$ cat src/rtl/morse_pkg.sv
// Shared definitions for the Morse transmit sequencer: FSM encodings, unit counts
// and the PS/2 set-2 scancode to Morse pattern table.
package morse_pkg;

    typedef logic [2:0] state_t;

    localparam state_t ST_IDLE     = 3'd0;
    localparam state_t ST_LOOKUP   = 3'd1;
    localparam state_t ST_MARK     = 3'd2;
    localparam state_t ST_GAP_SYM  = 3'd3;
    localparam state_t ST_GAP_CHAR = 3'd4;
    localparam state_t ST_GAP_WORD = 3'd5;

    localparam logic [7:0] BREAK_CODE = 8'hF0;
    localparam logic [7:0] SPACE_CODE = 8'h29;

    localparam logic [2:0] DOT_UNITS        = 3'd1;
    localparam logic [2:0] DASH_UNITS       = 3'd3;
    localparam logic [2:0] SYM_GAP_UNITS    = 3'd1;
    localparam logic [2:0] CHAR_GAP_UNITS   = 3'd3;
    localparam logic [2:0] WORD_EXTRA_UNITS = 3'd4;

    typedef struct packed {
        logic       valid;
        logic [2:0] len;
        logic [4:0] pattern;
    } morse_entry_t;

    // Pattern is MSB-first, 1 = dash; only the top len bits are meaningful.
    function automatic morse_entry_t morse_lookup(input logic [7:0] code);
        morse_entry_t e;
        e = '0;
        case (code)
            8'h1C: e = {1'b1, 3'd2, 5'b01000}; // A
            8'h32: e = {1'b1, 3'd4, 5'b10000}; // B
            8'h21: e = {1'b1, 3'd4, 5'b10100}; // C
            8'h23: e = {1'b1, 3'd3, 5'b10000}; // D
            8'h24: e = {1'b1, 3'd1, 5'b00000}; // E
            8'h2B: e = {1'b1, 3'd4, 5'b00100}; // F
            8'h34: e = {1'b1, 3'd3, 5'b11000}; // G
            8'h33: e = {1'b1, 3'd4, 5'b00000}; // H
            8'h43: e = {1'b1, 3'd2, 5'b00000}; // I
            8'h3B: e = {1'b1, 3'd4, 5'b01110}; // J
            8'h42: e = {1'b1, 3'd3, 5'b10100}; // K
            8'h4B: e = {1'b1, 3'd4, 5'b01000}; // L
            8'h3A: e = {1'b1, 3'd2, 5'b11000}; // M
            8'h31: e = {1'b1, 3'd2, 5'b10000}; // N
            8'h44: e = {1'b1, 3'd3, 5'b11100}; // O
            8'h4D: e = {1'b1, 3'd4, 5'b01100}; // P
            8'h15: e = {1'b1, 3'd4, 5'b11010}; // Q
            8'h2D: e = {1'b1, 3'd3, 5'b01000}; // R
            8'h1B: e = {1'b1, 3'd3, 5'b00000}; // S
            8'h2C: e = {1'b1, 3'd1, 5'b10000}; // T
            8'h3C: e = {1'b1, 3'd3, 5'b00100}; // U
            8'h2A: e = {1'b1, 3'd4, 5'b00010}; // V
            8'h1D: e = {1'b1, 3'd3, 5'b01100}; // W
            8'h22: e = {1'b1, 3'd4, 5'b10010}; // X
            8'h35: e = {1'b1, 3'd4, 5'b10110}; // Y
            8'h1A: e = {1'b1, 3'd4, 5'b11000}; // Z
            8'h45: e = {1'b1, 3'd5, 5'b11111}; // 0
            8'h16: e = {1'b1, 3'd5, 5'b01111}; // 1
            8'h1E: e = {1'b1, 3'd5, 5'b00111}; // 2
            8'h26: e = {1'b1, 3'd5, 5'b00011}; // 3
            8'h25: e = {1'b1, 3'd5, 5'b00001}; // 4
            8'h2E: e = {1'b1, 3'd5, 5'b00000}; // 5
            8'h36: e = {1'b1, 3'd5, 5'b10000}; // 6
            8'h3D: e = {1'b1, 3'd5, 5'b11000}; // 7
            8'h3E: e = {1'b1, 3'd5, 5'b11100}; // 8
            8'h46: e = {1'b1, 3'd5, 5'b11110}; // 9
            default: e = '0;
        endcase
        return e;
    endfunction

endpackage

$ cat src/rtl/morse_tx_sequencer_if.sv
// Scancode intake handshake and Morse output bundle of the transmit sequencer.
interface morse_tx_sequencer_if;
    // A code transfers at a rising edge where code_valid & code_ready are both high;
    // code_ready does not depend on code_valid, and code_in is ignored while code_ready is low.
    logic [7:0] code_in;
    logic       code_valid;
    logic       code_ready;
    logic       morse_out;
    logic       busy;
    logic       drop_strb;
    logic [2:0] state_dbg;

    modport master (
        output code_in, code_valid,
        input  code_ready, morse_out, busy, drop_strb, state_dbg
    );

    modport slave (
        input  code_in, code_valid,
        output code_ready, morse_out, busy, drop_strb, state_dbg
    );
endinterface

$ cat src/rtl/morse_unit_timer.sv
// Interval timer counting whole Morse units of UNIT_CYCLES clocks; done flags the
// last cycle of the interval started by the most recent load.
module morse_unit_timer #(
    parameter logic [23:0] UNIT_CYCLES = 24'd10_000_000
) (
    input  logic       clk,
    input  logic       rst_n,
    input  logic       load,
    input  logic [2:0] units,
    output logic       done
);

    logic [23:0] cyc_q, cyc_d;
    logic [2:0]  unit_q, unit_d;

    always_comb begin
        cyc_d  = cyc_q;
        unit_d = unit_q;
        if (load) begin
            cyc_d  = UNIT_CYCLES - 24'd1;
            unit_d = units - 3'd1;
        end else if (cyc_q != 24'd0) begin
            cyc_d = cyc_q - 24'd1;
        end else if (unit_q != 3'd0) begin
            cyc_d  = UNIT_CYCLES - 24'd1;
            unit_d = unit_q - 3'd1;
        end
    end

    always_ff @(posedge clk or negedge rst_n) begin
        if (!rst_n) begin
            cyc_q  <= 24'd0;
            unit_q <= 3'd0;
        end else begin
            cyc_q  <= cyc_d;
            unit_q <= unit_d;
        end
    end

    // Both counters hold at zero once expired, so done stays high until the next load.
    assign done = (cyc_q == 24'd0) && (unit_q == 3'd0);

endmodule

$ cat src/rtl/morse_tx_sequencer.sv
// Pops PS/2 scancodes, filters break sequences and keys out one Morse character
// at a time with dot/dash/gap timing in units of UNIT_CYCLES clocks.
module morse_tx_sequencer
    import morse_pkg::*;
#(
    parameter logic [23:0] UNIT_CYCLES = 24'd10_000_000
) (
    input  logic                  clk,
    input  logic                  rst_n,
    morse_tx_sequencer_if.slave   bus
);

    state_t       state_q, state_d;
    logic [7:0]   code_q, code_d;
    logic         brk_q, brk_d;
    logic [4:0]   pat_q, pat_d;
    logic [2:0]   len_q, len_d;
    logic [2:0]   idx_q, idx_d;
    logic         morse_q, morse_d;
    logic         drop_q, drop_d;
    logic         tmr_load;
    logic [2:0]   tmr_units;
    logic         tmr_done;
    morse_entry_t entry;
    logic         accept;

    assign entry  = morse_lookup(code_q);
    // rst_n gates ready so it reads low throughout reset even though state is IDLE.
    assign bus.code_ready = rst_n & (state_q == ST_IDLE);
    assign accept         = bus.code_valid & bus.code_ready;

    always_comb begin
        state_d   = state_q;
        code_d    = code_q;
        brk_d     = brk_q;
        pat_d     = pat_q;
        len_d     = len_q;
        idx_d     = idx_q;
        drop_d    = 1'b0;
        tmr_load  = 1'b0;
        tmr_units = DOT_UNITS;
        case (state_q)
            ST_IDLE: begin
                if (accept) begin
                    code_d  = bus.code_in;
                    state_d = ST_LOOKUP;
                end
            end
            ST_LOOKUP: begin
                if (code_q == BREAK_CODE) begin
                    brk_d   = 1'b1;
                    drop_d  = 1'b1;
                    state_d = ST_IDLE;
                end else if (brk_q) begin
                    brk_d   = 1'b0;
                    drop_d  = 1'b1;
                    state_d = ST_IDLE;
                end else if (code_q == SPACE_CODE) begin
                    tmr_load  = 1'b1;
                    tmr_units = WORD_EXTRA_UNITS;
                    state_d   = ST_GAP_WORD;
                end else if (entry.valid) begin
                    pat_d     = entry.pattern;
                    len_d     = entry.len;
                    idx_d     = 3'd0;
                    tmr_load  = 1'b1;
                    tmr_units = entry.pattern[4] ? DASH_UNITS : DOT_UNITS;
                    state_d   = ST_MARK;
                end else begin
                    drop_d  = 1'b1;
                    state_d = ST_IDLE;
                end
            end
            ST_MARK: begin
                if (tmr_done) begin
                    tmr_load = 1'b1;
                    if ((idx_q + 3'd1) < len_q) begin
                        tmr_units = SYM_GAP_UNITS;
                        state_d   = ST_GAP_SYM;
                    end else begin
                        tmr_units = CHAR_GAP_UNITS;
                        state_d   = ST_GAP_CHAR;
                    end
                end
            end
            ST_GAP_SYM: begin
                // pat_q[4] is always the element currently being keyed.
                if (tmr_done) begin
                    idx_d     = idx_q + 3'd1;
                    pat_d     = {pat_q[3:0], 1'b0};
                    tmr_load  = 1'b1;
                    tmr_units = pat_q[3] ? DASH_UNITS : DOT_UNITS;
                    state_d   = ST_MARK;
                end
            end
            ST_GAP_CHAR, ST_GAP_WORD: begin
                if (tmr_done) state_d = ST_IDLE;
            end
            default: state_d = ST_IDLE;
        endcase
        morse_d = (state_d == ST_MARK);
    end

    always_ff @(posedge clk or negedge rst_n) begin
        if (!rst_n) begin
            state_q <= ST_IDLE;
            code_q  <= 8'h00;
            brk_q   <= 1'b0;
            pat_q   <= 5'd0;
            len_q   <= 3'd0;
            idx_q   <= 3'd0;
            morse_q <= 1'b0;
            drop_q  <= 1'b0;
        end else begin
            state_q <= state_d;
            code_q  <= code_d;
            brk_q   <= brk_d;
            pat_q   <= pat_d;
            len_q   <= len_d;
            idx_q   <= idx_d;
            morse_q <= morse_d;
            drop_q  <= drop_d;
        end
    end

    morse_unit_timer #(.UNIT_CYCLES(UNIT_CYCLES)) u_timer (
        .clk   (clk),
        .rst_n (rst_n),
        .load  (tmr_load),
        .units (tmr_units),
        .done  (tmr_done)
    );

    assign bus.morse_out = morse_q;
    assign bus.drop_strb = drop_q;
    assign bus.busy      = (state_q != ST_IDLE);
    assign bus.state_dbg = state_q;

endmodule

$ cat src/flat_wrapper.sv
// flat-port wrapper written by rule: the top's interface ports become plain ports
module morse_tx_sequencer_flat import morse_pkg::*;
#(
    parameter logic [23:0] UNIT_CYCLES = 24'd10_000_000
)
  (clk, rst_n, bus_code_in, bus_code_valid, bus_code_ready, bus_morse_out, bus_busy, bus_drop_strb, bus_state_dbg);
  morse_tx_sequencer_if bus_i ();
  input  logic clk;
  input  logic rst_n;
  input wire logic [$bits(bus_i.code_in)-1:0] bus_code_in;
  input wire logic [$bits(bus_i.code_valid)-1:0] bus_code_valid;
  output wire logic [$bits(bus_i.code_ready)-1:0] bus_code_ready;
  output wire logic [$bits(bus_i.morse_out)-1:0] bus_morse_out;
  output wire logic [$bits(bus_i.busy)-1:0] bus_busy;
  output wire logic [$bits(bus_i.drop_strb)-1:0] bus_drop_strb;
  output wire logic [$bits(bus_i.state_dbg)-1:0] bus_state_dbg;
  assign bus_i.code_in = bus_code_in;
  assign bus_i.code_valid = bus_code_valid;
  assign bus_code_ready = bus_i.code_ready;
  assign bus_morse_out = bus_i.morse_out;
  assign bus_busy = bus_i.busy;
  assign bus_drop_strb = bus_i.drop_strb;
  assign bus_state_dbg = bus_i.state_dbg;
  morse_tx_sequencer #(.UNIT_CYCLES(UNIT_CYCLES)) u_core (.clk(clk), .rst_n(rst_n), .bus(bus_i));
endmodule
$ cat config.mk
export PLATFORM = sky130hd
export DESIGN_NAME = morse_tx_sequencer_flat
export DESIGN_NICKNAME = d
export VERILOG_FILES = /design/src/rtl/morse_pkg.sv /design/src/rtl/morse_tx_sequencer_if.sv /design/src/rtl/morse_unit_timer.sv /design/src/rtl/morse_tx_sequencer.sv /design/src/flat_wrapper.sv
export SDC_FILE = /design/constraint.sdc
export NUM_CORES = 1
export LEC_CHECK = 0
export ABC_CLOCK_PERIOD_IN_PS = 5400
export CAP_MARGIN = 0
export CORE_ASPECT_RATIO = 1.2
export CORE_MARGIN = 2
export CORE_UTILIZATION = 60
export DETAILED_ROUTE_END_ITERATION = 10
export PLACE_DENSITY = 0.78
export SYNTH_ARGS = -nofsm -noshare
export SYNTH_HDL_FRONTEND = slang
export SYNTH_SLANG_ARGS = --single-unit
$ cat constraint.sdc
create_clock -name clk -period 5.4 [get_ports clk]
set_input_delay 1.08 -clock clk [delete_from_list [all_inputs] [get_ports clk]]
set_output_delay 1.08 -clock clk [all_outputs]
set_load 0.01 [all_outputs]
After elaboration in Yosys (flattened, before gate mapping)
Memories as Yosys holds them, arrays and structs flattened.
Cells that the tools add are included.
- output and inout bits: 7
- word-level logic and storage cells: 102
- flip-flop bits (word level): 51
- memories: 1
- ROM bits: 1152
- bitwise gates (word level): 5
- equality and inequality tests: 14
- reduce and logical (&&, ||, !) cells: 16
- muxes and demuxes: 51
- magnitude comparators: 1
- add/sub/neg operators: 4
- memory list (memory ; depth ; width ; rd ports ; clocked after memory_dff ; write ports ; RTL line ; RTL):
    (name not given) ; 128 ; 9 ; 1 ; 0 ; 0 ; morse_pkg.sv:33 ; case (code)
- operator list (kind ; count):
    $mux W24 ; 3
    $mux W3 ; 22
    $logic_not A24 Y1 ; 1
    $reduce_bool A24 Y1 ; 1
    $sub A24 B1 Y24 const B ; 1
    $mux W4 ; 5
    $pmux W3 S5 ; 1
    $mux W1 ; 11
    $eq A3 B2 Y1 const B ; 3
    $mux W9 ; 1
    $pmux W3 S3 ; 1
    $reduce_bool A3 Y1 ; 3
    $eq A8 B6 Y1 const B ; 1
    $eq A8 B8 Y1 const B ; 1
    $mux W2 ; 4
    $pmux W4 S2 ; 1
    $eq A3 B3 Y1 const B ; 2
    $logic_not A3 Y1 ; 2
    $ne A2 B1 Y1 const B ; 3
    $ne A2 B2 Y1 const B ; 3
    $pmux W3 S2 ; 1
    $reduce_and A6 Y1 ; 1
    $sub A3 B1 Y3 const B ; 2
    $reduce_and A5 Y1 ; 1
    other kinds (10) ; 16

Longest topological paths before layout
Gate-level depths: netlist of run 1.
An unclocked memory read counts as a cell.
- depth after elaboration: 10
- depth in mapped cells: 12
- depth with buffers taken out: 11

By module
A second synthesis of run 1 with hierarchy kept.
- cells, all modules: 403
- area total of the unflattened synthesis: 3662.3 sq um
- by module, submodules not included (module ; area each (sq um) ; cells an instance ; instances):
    morse_tx_sequencer ; 2109.5 ; 242 ; 1
    morse_unit_timer ; 1552.7 ; 161 ; 1

Worst setup path before layout of run 1
Ideal clock, no wire load.
- path type: register to register
- start: register u_core.code_q[1]
- end: register u_core.u_timer.unit_q[2]
- slack: 2519 ps
- required time: 5313 ps
- data arrival time: 2794 ps
- stages on the path, launching flop included: 12
- clock period less this slack: 2881 ps
- cell sequence: dfrtp_1 -> inv_1 -> ha_1 -> clkbuf_1 -> a211oi_1 -> or4_1 -> o32ai_1 -> o21ai_1 -> a221oi_1 -> ha_1 -> a311oi_1 -> a211oi_2
- longest elaborated chain between the ends: 10
- elaborated cells between the ends (all ways): 20
- those cells by class: 1 x add/sub; 3 x eq/ne; 13 x mux; 2 x reduce/logical; 1 x memory
- ends and longest elaborated chain (what ; RTL line ; RTL):
    start, declared ; morse_tx_sequencer.sv:14 ; logic [7:0] code_q, code_d;
    start signal, assigned ; morse_tx_sequencer.sv:116 ; code_q <= code_d;
    $mem_v2 Z128 W9 ; -- ;
    $mux W9 ; morse_pkg.sv:33 ;
    $mux W2 ; morse_tx_sequencer.sv:67 ; tmr_units = entry.pattern[4] ? DASH_UNITS : DOT_UNITS;
    $mux W3 ; morse_tx_sequencer.sv:62 ; end else if (entry.valid) begin
    $mux W3 ; morse_tx_sequencer.sv:58 ; end else if (code_q == SPACE_CODE) begin
    $mux W3 ; morse_tx_sequencer.sv:54 ; end else if (brk_q) begin
    $mux W3 ; morse_tx_sequencer.sv:50 ; if (code_q == BREAK_CODE) begin
    $pmux W3 S3 ; morse_tx_sequencer.sv:42 ; case (state_q)
    $sub A3 B1 Y3 ; morse_unit_timer.sv:21 ; unit_d = units - 3'd1;
    $mux W3 ; morse_unit_timer.sv:19 ; if (load) begin
    end signal, assigned ; morse_unit_timer.sv:36 ; unit_q <= unit_d;
    end, declared ; morse_unit_timer.sv:14 ; logic [2:0] unit_q, unit_d;
Parallel ways exist; a longest one is shown, timed or not.
A chain may end at the register's enable or synchronous reset.

Worst setup path in the final report of run 1
Same ends and word-level chain as after synthesis.

==> impl_metrics.json, run 1 <==
{
  "routed_wl_um": 8020,
  "clkSinkCount": 51,
  "finClkSkew_ns": 0.00508,
  "grt_max_degree": 52,
  "required_ns": 5.58,
  "place_congestion": 0.905,
  "n_antenna_cell": 0,
  "initial_core_util_pct": 62.7,
  "crit_arrival_ns": 3.60,
  "area_growth_pct": 8.43,
  "synthDistinctLibCells": 65,
  "r2r_start": "u_core.code_q[1]",
  "io-pin-count": 18,
  "numCtsBuffers": 5,
  "synth-seq-cells": 51,
  "cpLargestDelayFamily": "compound AO/OA/AOI/OAI gates",
  "r2r_slack_ns": 1.98,
  "fp.dieW_um": 72.4,
  "detail_route.first_pass.iterations": 4,
  "yosys_warnings": 0,
  "synth_top_cell_area_share_pct": 37.9,
  "fmax_mhz": 293,
  "holdPathEnd": "u_core.pat_q[0]",
  "synth_area_leader_cell": "dfrtp_1",
  "ir_drop_mv": 0.361,
  "worst_path_most_repeated_cell": "ha_1",
  "postRouteAntennaNets": 0,
  "hold_violations": 0,
  "antenna_found_initial": 0,
  "instances_no_fill": 452,
  "critPathKind": "reg -> reg",
  "fillers": 447,
  "wl_met3_um": 307,
  "dieArea_sq_mm": 0.00623,
  "synth.avg_cell_area_sq_um": 8.89,
  "drtIter0Drc": 246,
  "routed.top_layer": "met4",
  "finalSetupViolCount": 0,
  "rsz0062_at_grt": "false",
  "multiInputGateArea_sq_mm": 0.00198,
  "viasPerCell": 6.36,
  "rows": 29,
  "power.density_mw_per_mm2": 555,
  "nNetsFinal": 411,
  "min_period_ns": 3.42,
  "ys.flop_type": "dfrtp_1",
  "cpMaxStageDelayCell": "dfrtp_1",
  "grt_pass1_vias": 2833,
  "async_flop_share_pct": 100,
  "crit_buf_inv": 1,
  "core_sq_mm": 0.00537,
  "die-height_um": 86.1,
  "dpl.hpwl_um": 5890,
  "clkLatencyLatePin_ns": 0.30,
  "slew_violations": 0,
  "cts_setup_buffers": 0,
  "syn_nets": 401,
  "drc": 0,
  "cap_viol_max_count": 0,
  "r2r_end": "u_core.u_timer.unit_q[2]",
  "synth_area_sq_mm": 0.00337,
  "seq_area_frac_synth_pct": 37.9,
  "place_inst": 444,
  "portBuffers": 17,
  "clk_pin_slew_worst_paths_ns": 0.09,
  "synth-edff-count": 0,
  "routed-via-count": 2875,
  "clockBufferDepth": 2,
  "start_kind": "flip-flop",
  "met1Wirelength_um": 3330,
  "status": "finished, final reports clean",
  "slowest_delay_ns": 0.52,
  "grt_pass1_wl_um": 13500,
  "hp-class": "reg -> reg",
  "leakage_nw": 1.51,
  "hold_depth": 1,
  "tightest_slew_ns": 0.829,
  "worstHoldStart": "u_core.pat_q[0]",
  "synth_area_leaders": "dfrtp_1, nor2_1, nand2_1, ha_1, a21oi_1",
  "crit_fanout": 12,
  "final.setup.worst_slack_ns": 1.98,
  "post_cts_resized": 0,
  "wl_per_cell_um": 17.7,
  "post-place-ws_ns": 2.03,
  "fin_setup_tns_ns": 0,
  "crit_chain": "inv_1 -> ha_1 -> a211oi_1 -> or4_1 -> o32ai_1 -> nand3_1 -> a21oi_1 -> a221oi_1 -> ha_1 -> a311oi_1 -> a211oi_2",
  "netlist_instances": 379,
  "maxSlewHeadroom_pct": 44.8,
  "clockRootBuffer": "clkbuf_8",
  "cts_hold_buffers": 0,
  "final_core_util_pct": 68.0,
  "critPathCaptureType": "flip-flop",
  "r2r_cells": 11,
  "grt.total_usage_pct": 27.7,
  "cts_tree": "done",
  "timing.final.crit_share_pct": 63.3,
  "cts_max_level": 2,
  "seqCellArea_sq_mm": 0.00128,
  "route.met2.wl_um": 4240,
  "grt-ovfl-total": 0,
  "drive_gt1_share_pct": 8.46
}
routing by layer:
metal  GRT usage (%)  up-vias
li1                -     1397
met1            34.7     1383
met2            49.2       79
met3            3.06       16
met4            9.43        0
met5               0        -
area by class of cell:
type,instances,share of cell area (%)
flip-flops and latches,51,34.9
clock buffers,7,2.36
repair buffers,19,4.93
well taps,62,2.12
multi-input cells,299,54.1
inverters,13,1.34
clock inverters,1,0.240
cell families after synthesis:
| kind of cell | after synthesis | share of synthesized area (%) |
|---|---|---|
| AOI/OAI and AO/OA | 92 | 18.3 |
| xor gates and xnor gates | 20 | 5.20 |
| adders and majority gates | 11 | 4.08 |
| buffers and inverters | 29 | 3.49 |
| DFF | 51 | 37.9 |
| muxes | 17 | 5.50 |
| and+or+nand+nor | 159 | 25.5 |
worst max path at each step:
stage	from	end	slack, ns	cells after the start
floorplan	u_core.code_q[1]	u_core.u_timer.unit_q[2]	2.52	11
global placement	u_core.code_q[1]	u_core.u_timer.unit_q[2]	2.19	11
detailed placement	u_core.code_q[1]	u_core.u_timer.unit_q[2]	2.03	11
CTS	u_core.code_q[1]	u_core.u_timer.unit_q[2]	2.02	11
global route	u_core.code_q[1]	u_core.u_timer.unit_q[2]	1.70	11
finish	u_core.code_q[1]	u_core.u_timer.unit_q[2]	1.98	11
cells in the final DEF (no fill, tap or decap), types with 12 or more instances in the layout:
cell type and instances:
nor2_1 40, inv_1 13, dfrtp_1 51, o21ai_0 16, clkdlybuf4s50_1 16, a21oi_1 24
nor3_1 12, xor2_1 12, nand2_1 37
through the flow:
step / instance area (sq um) / power (mW) / hold WS (ns)
CTS: 3650 / 2.02 / 0.509
global route: 3650 / 2.19 / 0.530
floorplan: 3370 / 1.50 / 0.453
finish: 3650 / 2.03 / 0.508
global placement: 3560 / 1.77 / 0.476
detailed placement: 3560 / 1.78 / 0.488
flip-flops by register name (all words and copies together) (netlist names):
register               count
u_core.brk_q               1
u_core.bus.drop_strb       1
u_core.bus.morse_out       1
u_core.bus.state_dbg       3
u_core.code_q              8
u_core.idx_q               3
u_core.len_q               3
u_core.pat_q               4
u_core.u_timer.cyc_q      24
u_core.u_timer.unit_q      3
cells in the mapped netlist, types with 3 or more instances:
cell       number
and4_1          4
and2_1          3
a221oi_1        4
xnor2_1         8
inv_1          13
nand3_1        10
or2_1           3
mux2i_1         5
o21ai_1         5
o211ai_1        3
a31oi_1         4
a2111oi_0       3
o21ai_0        16
nand4_1         3
buf_2           4
mux2_2         10
dfrtp_1        51
nand2_1        37
ha_1           11
or3_1           3
nand2b_1        8
nor2b_1        11
o21bai_1        3
xor2_1         12
a21oi_1        24
a211oi_1        3
o22ai_1         4
and3_1          4
a2bb2oi_1       3
nor2_1         40
clkbuf_1        9
nor3_1         12
report_power, final:
group          internal, mW  leakage (nW)  switching [mW]  total, mW
Sequential            0.536         0.629           0.255      0.791
Clock                 0.105        0.0484           0.126      0.231
Combinational         0.450         0.835           0.557       1.01
Power figures use the tool's default switching activity.
==> run 2: changes to the inputs <==
Settings changed: ABC_CLOCK_PERIOD_IN_PS 5400 to 3260.
Clock period 5.4 ns to 3.26 ns, I/O delays scaled along.
==> run 2 against run 1 <==
Against the previous run:
- via count increased by 3.3%
- core utilization increased by 2.1 points
- first-iteration DRC count decreased by 18%
- fmax increased by 17%
- die area unchanged
- global-route usage decreased by 0.26 points
==> impl_metrics.json, run 2 (synthesis gave the netlist of run 1 again) <==
{
  "status": "finished, final reports clean",
  "worst_path_most_repeated_cell": "ha_1",
  "final_core_util_pct": 70.1,
  "nNetsFinal": 423,
  "clkLatencyLatePin_ns": 0.31,
  "fillers": 439,
  "holdWs_ns": 0.452,
  "power.density_mw_per_mm2": 942,
  "dieArea_sq_mm": 0.00623,
  "grt.total_usage_pct": 27.4,
  "maxSlewHeadroom_pct": 51.1,
  "path_depth": 10,
  "clockRootBuffer": "clkbuf_8",
  "drive_gt1_share_pct": 11.4,
  "fmax_mhz": 343,
  "place_congestion": 0.966,
  "viasPerCell": 6.40,
  "grt-ovfl-total": 0,
  "area_growth_pct": 11.7,
  "r2r_start": "u_core.code_q[0]",
  "rows": 29,
  "start_kind": "flip-flop",
  "core_sq_mm": 0.00537,
  "cts_tree": "done",
  "slew_violations": 0,
  "grt_pass1_wl_um": 13300,
  "slowest_delay_ns": 0.49,
  "cpMaxStageDelayCell": "ha_1",
  "io-pin-count": 18,
  "postRouteAntennaNets": 0,
  "hp-class": "in -> async",
  "fp.dieW_um": 72.4,
  "final_cell_mix": "dfrtp_1, nor2_1, nand2_1",
  "portBuffers": 17,
  "routed-via-count": 2969,
  "tightest_slew_ns": 0.715,
  "timing.final.crit_share_pct": 89.3,
  "required_ns": 3.50,
  "hold_violations": 0,
  "fin_setup_tns_ns": 0,
  "clk_pin_slew_worst_paths_ns": 0.10,
  "clkSinkCount": 51,
  "post-place-ws_ns": 0.395,
  "initial_core_util_pct": 62.7,
  "largest_reg_flops": 24,
  "final_common_cell": "dfrtp_1",
  "crit_arrival_ns": 3.15,
  "dpl.hpwl_um": 6090,
  "ir_drop_mv": 0.651,
  "final.setup.worst_slack_ns": 0.348,
  "setup.worst_path.start": "u_core.code_q[0]",
  "drc": 0,
  "cap_viol_max_count": 0,
  "reg_top3": "u_core.u_timer.cyc_q: 24 flops, u_core.code_q: 8 flops, u_core.pat_q: 4 flops",
  "die-height_um": 86.1,
  "finClkSkew_ns": 0.0113,
  "wl_per_cell_um": 17.6,
  "clockBufferDepth": 2,
  "detail_route.first_pass.iterations": 5,
  "min_period_ns": 2.91,
  "rsz0062_at_grt": "false",
  "post_cts_resized": 0,
  "finalSetupViolCount": 0,
  "largest-register": "u_core.u_timer.cyc_q",
  "cts_hold_buffers": 0,
  "n_antenna_cell": 0,
  "crit_buf_inv": 1,
  "r2r_cells": 10,
  "critPathKind": "reg -> reg",
  "antenna_found_initial": 0,
  "crit_chain": "inv_1 -> ha_1 -> a211oi_1 -> or4_1 -> o32ai_1 -> o21ai_1 -> a221oi_1 -> ha_1 -> a311oi_1 -> a211oi_2",
  "routed_wl_um": 8150,
  "numCtsBuffers": 5,
  "grt_pass1_vias": 2842,
  "crit_fanout": 10,
  "critPathCaptureType": "flip-flop",
  "leakage_nw": 1.58,
  "cpLargestDelayFamily": "compound AO/OA/AOI/OAI gates",
  "total_power_mw": 3.55,
  "grt_max_degree": 52,
  "drtIter0Drc": 201,
  "cts_setup_buffers": 0,
  "cts_max_level": 2
}
-- run 2: cell types whose count changed in the layout (fill, tap and decap cells not counted), sizes merged --
cell      change
bufinv        +1
inv           +1
clkinv        -1
buf          +12
clkbuf        -2
clkinvlp      +1
-- run 2: routing by layer --
metal,GRT usage [%],routed length (um),vias to the layer above
met2,48.9,4190,118
li1,-,-,1413
met3,4.23,378,26
met1,31.8,3260,1412
met4,13.0,327,0
met5,0,0,-
-- run 2: final timing paths --
path | to | slack [ns]
max reg2reg | u_core.u_timer.unit_q[2] | 0.35
max | u_core.u_timer.unit_q[2] | 0.35
min reg2reg | u_core.pat_q[0] | 0.49
max in group asynchronous | u_core.code_q[4] | 2.37
min in group clk | u_core.pat_q[0] | 0.49
min | u_core.u_timer.cyc_q[4] | 0.45
-- run 2: final cells by class --
cell class	count	area (sq um)	area share, %
multi-input combinational	299	1980	52.5
sequential	51	1280	33.9
timing repair buffer	31	270	7.18
tap	62	77.6	2.06
clock buffer	5	68.8	1.83
inverter	13	48.8	1.30
clock inverter	3	46.3	1.23
-- run 2: stage by stage --
stage | instances | instance area (sq um)
6_report | 464 | 3760
3_3_place_gp | 456 | 3650
3_5_place_dp | 456 | 3650
2_1_floorplan | 379 | 3370
5_1_grt | 464 | 3760
4_1_cts | 464 | 3760
-- run 2: report_power, final --
part / switching (mW) / leakage [nW] / internal, mW
combinational: 1.04 / 0.894 / 0.820
clock: 0.223 / 0.0548 / 0.231
sequential: 0.341 / 0.629 / 0.890
